`src/rtl/aes_mode_ctrl.sv`:
```
// ECB/CBC front-end for a combinational AES-128 core: gathers four 32-bit words,
// launches the block, waits CORE_LAT cycles for the core to settle, returns ciphertext.
module aes_mode_ctrl #(
  parameter int unsigned CORE_LAT = 2
) (
  input  logic         clk,
  input  logic         rst_n,
  input  logic         mode,
  input  logic [127:0] key,
  input  logic         iv_load,
  input  logic [127:0] iv,
  input  logic         in_valid,
  output logic         in_ready,
  input  logic [31:0]  in_data,
  output logic [127:0] core_data_in,
  output logic [127:0] core_key,
  input  logic [127:0] core_data_out,
  output logic         out_valid,
  input  logic         out_ready,
  output logic [127:0] out_data
);

  typedef enum logic [1:0] {S_COLLECT, S_WAIT, S_HOLD} state_e;

  localparam logic [3:0] SETTLE_INIT = 4'(CORE_LAT - 1);

  state_e       state_q, state_d;
  logic [1:0]   cnt_q, cnt_d;
  logic [95:0]  buf_q, buf_d;
  logic [3:0]   settle_q, settle_d;
  logic         mode_q, mode_d;
  logic [127:0] chain_q, chain_d;
  logic [127:0] din_q, din_d;
  logic [127:0] key_q, key_d;
  logic [127:0] odata_q, odata_d;

  always_ff @(posedge clk or negedge rst_n) begin
    if (!rst_n) begin
      state_q  <= S_COLLECT;
      cnt_q    <= '0;
      buf_q    <= '0;
      settle_q <= '0;
      mode_q   <= 1'b0;
      chain_q  <= '0;
      din_q    <= '0;
      key_q    <= '0;
      odata_q  <= '0;
    end else begin
      state_q  <= state_d;
      cnt_q    <= cnt_d;
      buf_q    <= buf_d;
      settle_q <= settle_d;
      mode_q   <= mode_d;
      chain_q  <= chain_d;
      din_q    <= din_d;
      key_q    <= key_d;
      odata_q  <= odata_d;
    end
  end

  always_comb begin
    state_d  = state_q;
    cnt_d    = cnt_q;
    buf_d    = buf_q;
    settle_d = settle_q;
    mode_d   = mode_q;
    chain_d  = chain_q;
    din_d    = din_q;
    key_d    = key_q;
    odata_d  = odata_q;
    in_ready = 1'b0;

    case (state_q)
      S_COLLECT: begin
        in_ready = 1'b1;
        // A new IV may only be installed before the first word of a block lands.
        if (iv_load && (cnt_q == 2'd0)) chain_d = iv;
        if (in_valid) begin
          if (cnt_q == 2'd3) begin
            din_d    = {buf_q, in_data} ^ (mode ? chain_q : 128'd0);
            key_d    = key;
            mode_d   = mode;
            cnt_d    = 2'd0;
            settle_d = SETTLE_INIT;
            state_d  = S_WAIT;
          end else begin
            buf_d = {buf_q[63:0], in_data};
            cnt_d = cnt_q + 2'd1;
          end
        end
      end
      S_WAIT: begin
        if (settle_q == 4'd0) begin
          odata_d = core_data_out;
          if (mode_q) chain_d = core_data_out;
          state_d = S_HOLD;
        end else begin
          settle_d = settle_q - 4'd1;
        end
      end
      S_HOLD: begin
        if (out_ready) state_d = S_COLLECT;
      end
      default: state_d = S_COLLECT;
    endcase
  end

  assign out_valid    = (state_q == S_HOLD);
  assign out_data     = odata_q;
  assign core_data_in = din_q;
  assign core_key     = key_q;

endmodule

```
`config.mk`:
```
export PLATFORM = sky130hd
export DESIGN_NAME = aes_mode_ctrl
export DESIGN_NICKNAME = d
export VERILOG_FILES = /design/src/rtl/aes_mode_ctrl.sv
export SDC_FILE = /design/constraint.sdc
export NUM_CORES = 1
export LEC_CHECK = 0
export CAP_MARGIN = 0
export CORE_MARGIN = 2
export CORE_UTILIZATION = 28
export CTS_CLUSTER_SIZE = 30
export DETAILED_ROUTE_END_ITERATION = 8
export GPL_TIMING_DRIVEN = 0
export PLACE_DENSITY = 0.48
export SLEW_MARGIN = 20
export SYNTH_ARGS = -nofsm -noshare
export SYNTH_HDL_FRONTEND = slang
export SYNTH_SLANG_ARGS = --single-unit
```
`constraint.sdc`:
```
create_clock -name clk -period 4.99 [get_ports clk]
set_input_delay 0.7485 -clock clk [delete_from_list [all_inputs] [get_ports clk]]
set_output_delay 0.7485 -clock clk [all_outputs]
set_load 0.1 [all_outputs]
```
; Word level (Yosys, flattened, before mapping)
; Index checks and enable logic that the tools add are counted.
[op_classes]
n_addsub = 2
eq_ne = 10
muxes = 16
bitwise_logic = 2
reduce_logical = 12
[op_table]
columns = op, n
row1 = 2-to-1 mux 128 bit, 4
row2 = case mux 128 bit (2 select lines), 1
row3 = bitwise XOR 128 bit, 1
row4 = 2-to-1 mux 4 bit, 3
row5 = inequality test 2 bit (second input constant), 6
row6 = AND reduction 4 bit, 3
row7 = 2-to-1 mux 2 bit, 5
row8 = case mux 4 bit (2 select lines), 1
row9 = case mux 2 bit (3 select lines), 1
row10 = AND reduction 3 bit, 2
row11 = == test 2 bit (second input constant), 2
row12 = logical NOT 2 bit, 2
row13 = logical NOT 4 bit, 1
row14 = AND reduction 2 bit, 2
row15 = subtractor 4 x 1 -> 4 bit (second input constant), 1
row16 = adder 2 x 1 -> 2 bit (second input constant), 1
row17 = == test 2 x 1 -> 1 bit (second input constant), 1
row18 = inequality test 2 x 1 -> 1 bit (second input constant), 1
row19 = nonzero test 2 bit, 1
row20 = logical AND 1 bit, 1
row21 = 2-to-1 mux 1 bit, 1
row22 = inverter 1 bit, 1
[word_totals]
ff_bits = 617
inputBits = 422
word_cells = 51

; Longest topological paths before layout
; Gate-level depths: netlist (run 1).
[logic_depth]
word_depth = 4
ltp_mapped = 7

; Worst setup path before layout (run 1)
; No wires, ideal clock.
[synth_path]
path_type = register -> register
start = register state_q[0]
end = register chain_q[106]
arrival_ns = 2.680
t_required_ns = 4.865
path_slack_ns = 2.185
path_stages_with_launch = 6
path_buffers = 2
period_less_slack_ns = 2.805
cell_sequence = dfrtp_1 > nor2_1 > a32o_1 > buf_6 > buf_6 > mux2_2
[synth_via]
elab_chain_len = 3
word_cells_on_any_way = 8
[synth_lines]
columns = item, line
row1 = start: declaration, 27  ; state_e state_q, state_d;
row2 = start signal: assignment, 49  ; state_q <= state_d;
row3 = == test 2 x 1 -> 1 bit or logical NOT 2 bit (tied branches), 73  ; case (state_q)
row4 = inequality test 2 bit (no line) or nonzero test 2 bit (tied branches), --
row5 = AND reduction 4 bit (no line), --
row6 = end signal: assignment, 54  ; chain_q <= chain_d;
row7 = end: declaration, 32  ; logic [127:0] chain_q, chain_d;
; Parallel ways exist; a longest one is shown, timed or not.
; A chain may end at the register's enable or synchronous reset.

; Worst setup path after layout (run 1)
[layout_path]
start = register state_q[0]
end = output port out_valid
[layout_via]
elab_chain_len = 1
[layout_lines]
columns = item, line
row1 = == test 2 bit, 108  ; assign out_valid = (state_q == S_HOLD);
row2 = end: declaration, 18  ; output logic out_valid,
; No other way between the ends.

==> results of run 1 <==
## layout make-up
cell class | count | area (sq um)
clock inverter | 38 | 488
timing repair buffer | 814 | 8260
sequential | 617 | 15400
fill | 8733 | 54400
clock buffer | 100 | 2150
buffer | 110 | 619
tap | 1254 | 1570
inverter | 7 | 26.3
multi-input combinational | 1150 | 10200
antenna | 3 | 7.51
## synth_stat cells
library cell,n
inv_1,7
nor2b_1,1
a211oi_1,1
nor3b_1,2
o2bb2ai_1,2
buf_6,14
and3_1,1
clkbuf_1,24
or3b_2,1
xor2_1,128
and2_0,1
mux2_1,29
nor2_1,129
a21oi_1,130
ha_1,3
nand2b_1,1
nor2_4,1
nor4bb_1,1
buf_2,62
or3b_1,1
a32o_1,1
mux2_2,466
buf_1,4
nor3_1,1
nand2_1,131
buf_4,6
a41o_1,1
dfrtp_1,617
o21ai_0,2
xnor2_1,1
mux2_4,115
## layer usage
metal / vias up / GRT usage / routed length, um
met1: 8999 / 0.224 / 37700
met3: 131 / 0.0608 / 6790
li1: 8269 / - / -
met5: - / 0 / 24
met4: 6 / 0.0699 / 3040
met2: 570 / 0.357 / 50000
## registers in the layout, summed over array words and instances (netlist names)
register / count
buf_q: 96
chain_q: 128
cnt_q: 2
core_data_in: 128
core_key: 128
mode_q: 1
out_data: 128
settle_q: 4
state_q: 2
## per-stage QoR
step                cell area [sq um]  worst slack, ps  cells  hold WS (ps)
floorplan                       26300             2190   1884           453
global placement                36000           -25470   3944           487
detailed placement              36200             1430   3952           492
CTS                             38800             1720   4090          24.1
global route                    38800             1700   4092          48.6
finish                          38800             1790   4093          38.6
## final timing paths
kind,end,cells past startpoint
min,chain_q[14]$_DFFE_PN0P_,1
max,out_valid,3
min reg2reg,core_key[77]$_DFFE_PN0P_,1
max reg2reg,core_data_in[53]$_DFFE_PN0P_,7
max in group asynchronous,out_data[93]$_DFFE_PN0P_,6
min in group clk,core_key[77]$_DFFE_PN0P_,1
## worst register-to-register path, cell delays in order, from the launching register on
cell	delay, ps
dfrtp_1	350
ha_1	210
nor4bb_1	190
buf_2	300
buf_2	550
buf_2	480
buf_2	360
a21oi_1	120
## cells by family (layout without fill, tap and decap cells)
group           count (synthesis)  after routing  synth area share
simple gates                  271            271            0.0403
fa+ha+maj                       3              3           0.00143
compound gates                137            137            0.0268
xor+xnor                      129            129            0.0429
flops                         617            617             0.587
buf+inv                       117           1069            0.0245
other cells                     0              3                 0
mux                           610            610             0.277
==> metrics.yaml, run 1 <==
first_pass_iters: 4
cts_hold_buf: 0
grt_pass1_wl_um: 142000
post_cts.resized_instances: 0
yosys.area.top_type_share: 0.587
synth.cell_area_sq_um: 26300
flop2flop_setup_slack_ps: 2290
final_hold_violations: 0
ff_to_ff_start: "cnt_q[1]$_DFFE_PN0P_"
cp_cell_sequence: "nand2b_1 > inv_1 > clkdlybuf4s50_1"
number_of_distinct_standard_cells_referenced_by_the_synthesized_netlist: 31
synth_sequential_area_ratio: 0.587
routabilityCongestion: 0.810
yosysWarningCount: 0
most_frequent_standard_cell_in_the_layout_excluding_fill_and_tap_cells: "clkdlybuf4s50_1"
crit_path_start_kind: "flip-flop"
floorplan.initialDensity: 0.282
netlist_top_cells_area: "dfrtp_1 (59%), mux2_2 (20%), mux2_4 (6.6%), xor2_1 (4.3%), a21oi_1 (2.5%)"
grt_antenna_before_repair: 9
floorplan.die_area_sq_um: 96500
cts_tree: "built"
antenna_violating_nets_post_route: 0
postSynthAreaPerCell_sq_um: 14.0
drt_drc_violations_left: 0
floorplan.rows: 112
final.min_clock_period_ps: 3200
max_freq_ghz: 0.313
critical_path_arrival_ps: 2450
worst_path_max_delay_cell: "clkdlybuf4s50_1"
crit_path_end_kind: "output pin"
place_hpwl_um: 76800
syn-num-nets: 2309
largest_net_degree_at_the_start_of_global_routing: 78
final_cell_mix: "clkdlybuf4s50_1 (799), dfrtp_1 (617), mux2_2 (466)"
cp.buffers_inverters: 2
worst_setup_hold_path_clk_slew_ps: 60
layout_cells_sized_above_1: 0.286
timing_worst_slew_pin_value_ps: 1180
quantity_of_i_o_buffers_inserted_on_ports: 806
fin_tns_setup_ps: 0
startpoint: "state_q[0]$_DFFE_PN0P_"
synthCells: 1884
clock-root-buffer: "clkbuf_16"
grt.overflow.total: 0
h_tree_level_count: 3
first_global_vias: 20173
cts-root-to-sink-buffers: 3
slew_headroom: 0.212
die_y_um: 311
outcome: "complete, no violations"
final-setup-viol-count: 0
holdCritPathClass: "in -> async"
rsz_0062_raised_after_global_routing: "false"
worst_skew_pair.late_latency_ps: 640
final.period_utilization: 0.641
final_max_slew_viol_count: 0
yosysTopAreaCell: "dfrtp_1"
detailedRoute.firstIterationViolations: 707
worst-path-max-fanout: 6
ioPinCount: 808
gr-usage-all-layers: 0.200
detailroute.via_count: 17975
total_of_flip_flops_plus_latches_after_synthesis: 617
post_cts_setup_buffer_count: 0
worst_ep_required_time_ps: 4240
slowest_delay_ps: 1140
critPathKind: "reg -> out"
die_x_um: 311
finalCoreUtilization: 0.416
syn2layout_area_growth_pct: 47.4
detail_route.wl_per_cell_um: 23.8
max_cap_violations: 0
finish.net_count: 3202
core-area_sq_um: 93200
cts-buffers-inserted: 77
vias_per_std_cell: 4.39
critPathTopFamily: "buffers and inverters"
fin_worst_skew_ps: 16.2
cts.sinks: 617
drt_wl_total_um: 97500
Power of run 1 is left out: the tool's default activity adds up to more than one toggle a clock period on the data nets, which glitch-free logic cannot reach.
==> run 2: changes to the inputs <==
==> constraint.sdc (replaced) <==
create_clock -name clk -period 3.3 [get_ports clk]
set_input_delay 0.495 -clock clk [delete_from_list [all_inputs] [get_ports clk]]
set_output_delay 0.495 -clock clk [all_outputs]
set_load 0.1 [all_outputs]
==> run 2 against run 1 <==
Compared with the run above:
- worst hold slack better by 340 ps
- die area did not move
- critical path depth unchanged
- flip-flop and latch count unchanged
- clock skew about the same
- setup slack worse by 1400 ps
- routed wire length hardly changed
- first-iteration DRC count is 0.42% lower
- via count increased by 0.32%
- clock-buffer cell count is the same
- sequential share of layout area barely moved
==> metrics.yaml, run 2 (synthesis gave the netlist of run 1 again) <==
grt_use_met2: 0.357  # unchanged
grt_antenna_before_repair: 9  # unchanged
first_pass_iters: 4  # unchanged
floorplan.initialDensity: 0.282  # unchanged
outcome: "complete, no violations"
grt_use_met1: 0.224  # unchanged
fin_worst_skew_ps: 16.1  # -0.0232 ps
final_cell_mix: "clkdlybuf4s50_1 (799), dfrtp_1 (617), mux2_2 (466)"
cp.buffers_inverters: 2  # unchanged
dpl_cell_area_sq_um: 36200  # unchanged
design_area_sq_um: 38800  # about the same
drt_drc_violations_left: 0  # unchanged
die_y_um: 311  # unchanged
crit_path_start_kind: "flip-flop"
finish.net_count: 3203  # +0.031%
drt_wl_total_um: 97500  # about the same
post_cts_setup_buffer_count: 0  # unchanged
antenna_violating_nets_post_route: 0  # unchanged
quantity_of_i_o_buffers_inserted_on_ports: 806  # unchanged
cts-buffers-inserted: 77  # unchanged
largest_net_degree_at_the_start_of_global_routing: 78  # unchanged
clock-root-buffer: "clkbuf_16"
h_tree_level_count: 3  # unchanged
worst_path_max_delay_cell: "clkdlybuf4s50_1"
timing_worst_slew_pin_value_ps: 1180  # -2.45 ps
most_frequent_standard_cell_in_the_layout_excluding_fill_and_tap_cells: "clkdlybuf4s50_1"
final.min_clock_period_ps: 2940
die_x_um: 311  # unchanged
fillerInstances: 8733  # unchanged
cts.sinks: 617  # unchanged
vias_per_std_cell: 4.40  # +0.30%
gr-usage-all-layers: 0.200  # unchanged
max_freq_ghz: 0.340
syn2layout_area_growth_pct: 47.5  # about the same
grt_pass1_wl_um: 142000  # unchanged
final-setup-viol-count: 0  # unchanged
critPathTopFamily: "buffers and inverters"
grt_util_met3: 0.0608  # unchanged
cts_tree: "built"
dpl_worst_slack_ps: -3.60  # -1440 ps
post_cts.resized_instances: 0  # unchanged
final.period_utilization: 0.892
core-area_sq_um: 93200  # unchanged
finalWorstSetupSlack_ps: 358  # -1430 ps
floorplan.die_area_sq_um: 96500  # unchanged
ioPinCount: 808  # unchanged
detailedRoute.firstIterationViolations: 704  # -0.42%
worst_setup_hold_path_clk_slew_ps: 60  # about the same
holdCritPathClass: "in -> async"
final_hold_violations: 0  # unchanged
detailroute.via_count: 18033  # +0.32%
worst_ep_required_time_ps: 2800  # -1440 ps
crit_path_end_kind: "output pin"
cp_cell_sequence: "nand2b_1 > inv_1 > clkdlybuf4s50_1"
cts-root-to-sink-buffers: 3  # unchanged
floorplan.rows: 112  # unchanged
worst_skew_pair.late_latency_ps: 640  # about the same
grt.overflow.total: 0  # unchanged
critical_path_arrival_ps: 2450  # about the same
max_cap_violations: 0  # unchanged
rsz_0062_raised_after_global_routing: "false"
place_hpwl_um: 76800  # unchanged
global_route.peak_usage_layer: "met2"
slowest_delay_ps: 1140  # about the same
routabilityCongestion: 0.810  # unchanged
critPathKind: "reg -> out"
slew_headroom: 0.214  # +0.00163
first_global_vias: 20173  # unchanged
detail_route.wl_per_cell_um: 23.8  # about the same
layout_cells_sized_above_1: 0.286  # about the same
cts_hold_buf: 1  # +1
worst-path-max-fanout: 6  # unchanged
final_max_slew_viol_count: 0  # unchanged
-- run 2: changes by cell type in the layout (fill, tap and decap cells not counted), sizes merged --
cell and delta:
dlygate4sd3 +1
-- run 2: routing by layer --
layer | share of wire | routed length [um]
met5 | 0.00025 | 24
met4 | 0.031 | 3020
met3 | 0.069 | 6700
met2 | 0.51 | 50000
met1 | 0.39 | 37700
-- run 2: layout make-up --
type / count / area, sq um / share of cell area
diodes: 3 / 7.51 / 0.000193
well taps: 1254 / 1570 / 0.0404
plain buffers: 110 / 619 / 0.0160
repair buffers: 815 / 8270 / 0.213
multi-input cells: 1150 / 10200 / 0.264
clock buffers: 100 / 2150 / 0.0555
clock inverters: 38 / 488 / 0.0126
inverters: 7 / 26.3 / 0.000677
flip-flops and latches: 617 / 15400 / 0.398
-- run 2: final timing paths --
kind	start	to	slack (ps)	cells past startpoint
max	state_q[0]$_DFFE_PN0P_	out_valid	360	3
max in group asynchronous	rst_n	out_data[93]$_DFFE_PN0P_	680	7
max reg2reg	cnt_q[1]$_DFFE_PN0P_	core_data_in[53]$_DFFE_PN0P_	600	7
min reg2reg	core_key[77]$_DFFE_PN0P_	core_key[77]$_DFFE_PN0P_	500	1
min	rst_n	chain_q[14]$_DFFE_PN0P_	380	2
min in group clk	out_ready	state_q[1]$_DFFE_PN0P_	430	2
-- run 2: metrics by stage --
step                setup TNS (ps)  hold slack [ps]   util  std cells
global placement                 -              487  0.386       3944
floorplan                        0              199      -       1884
detailed placement           -3.60              475  0.388       3952
global route                     0              394  0.416       4093
CTS                              0              360  0.416       4091
finish                           0              375  0.416       4094
Power of run 2 is left out for the same reason.
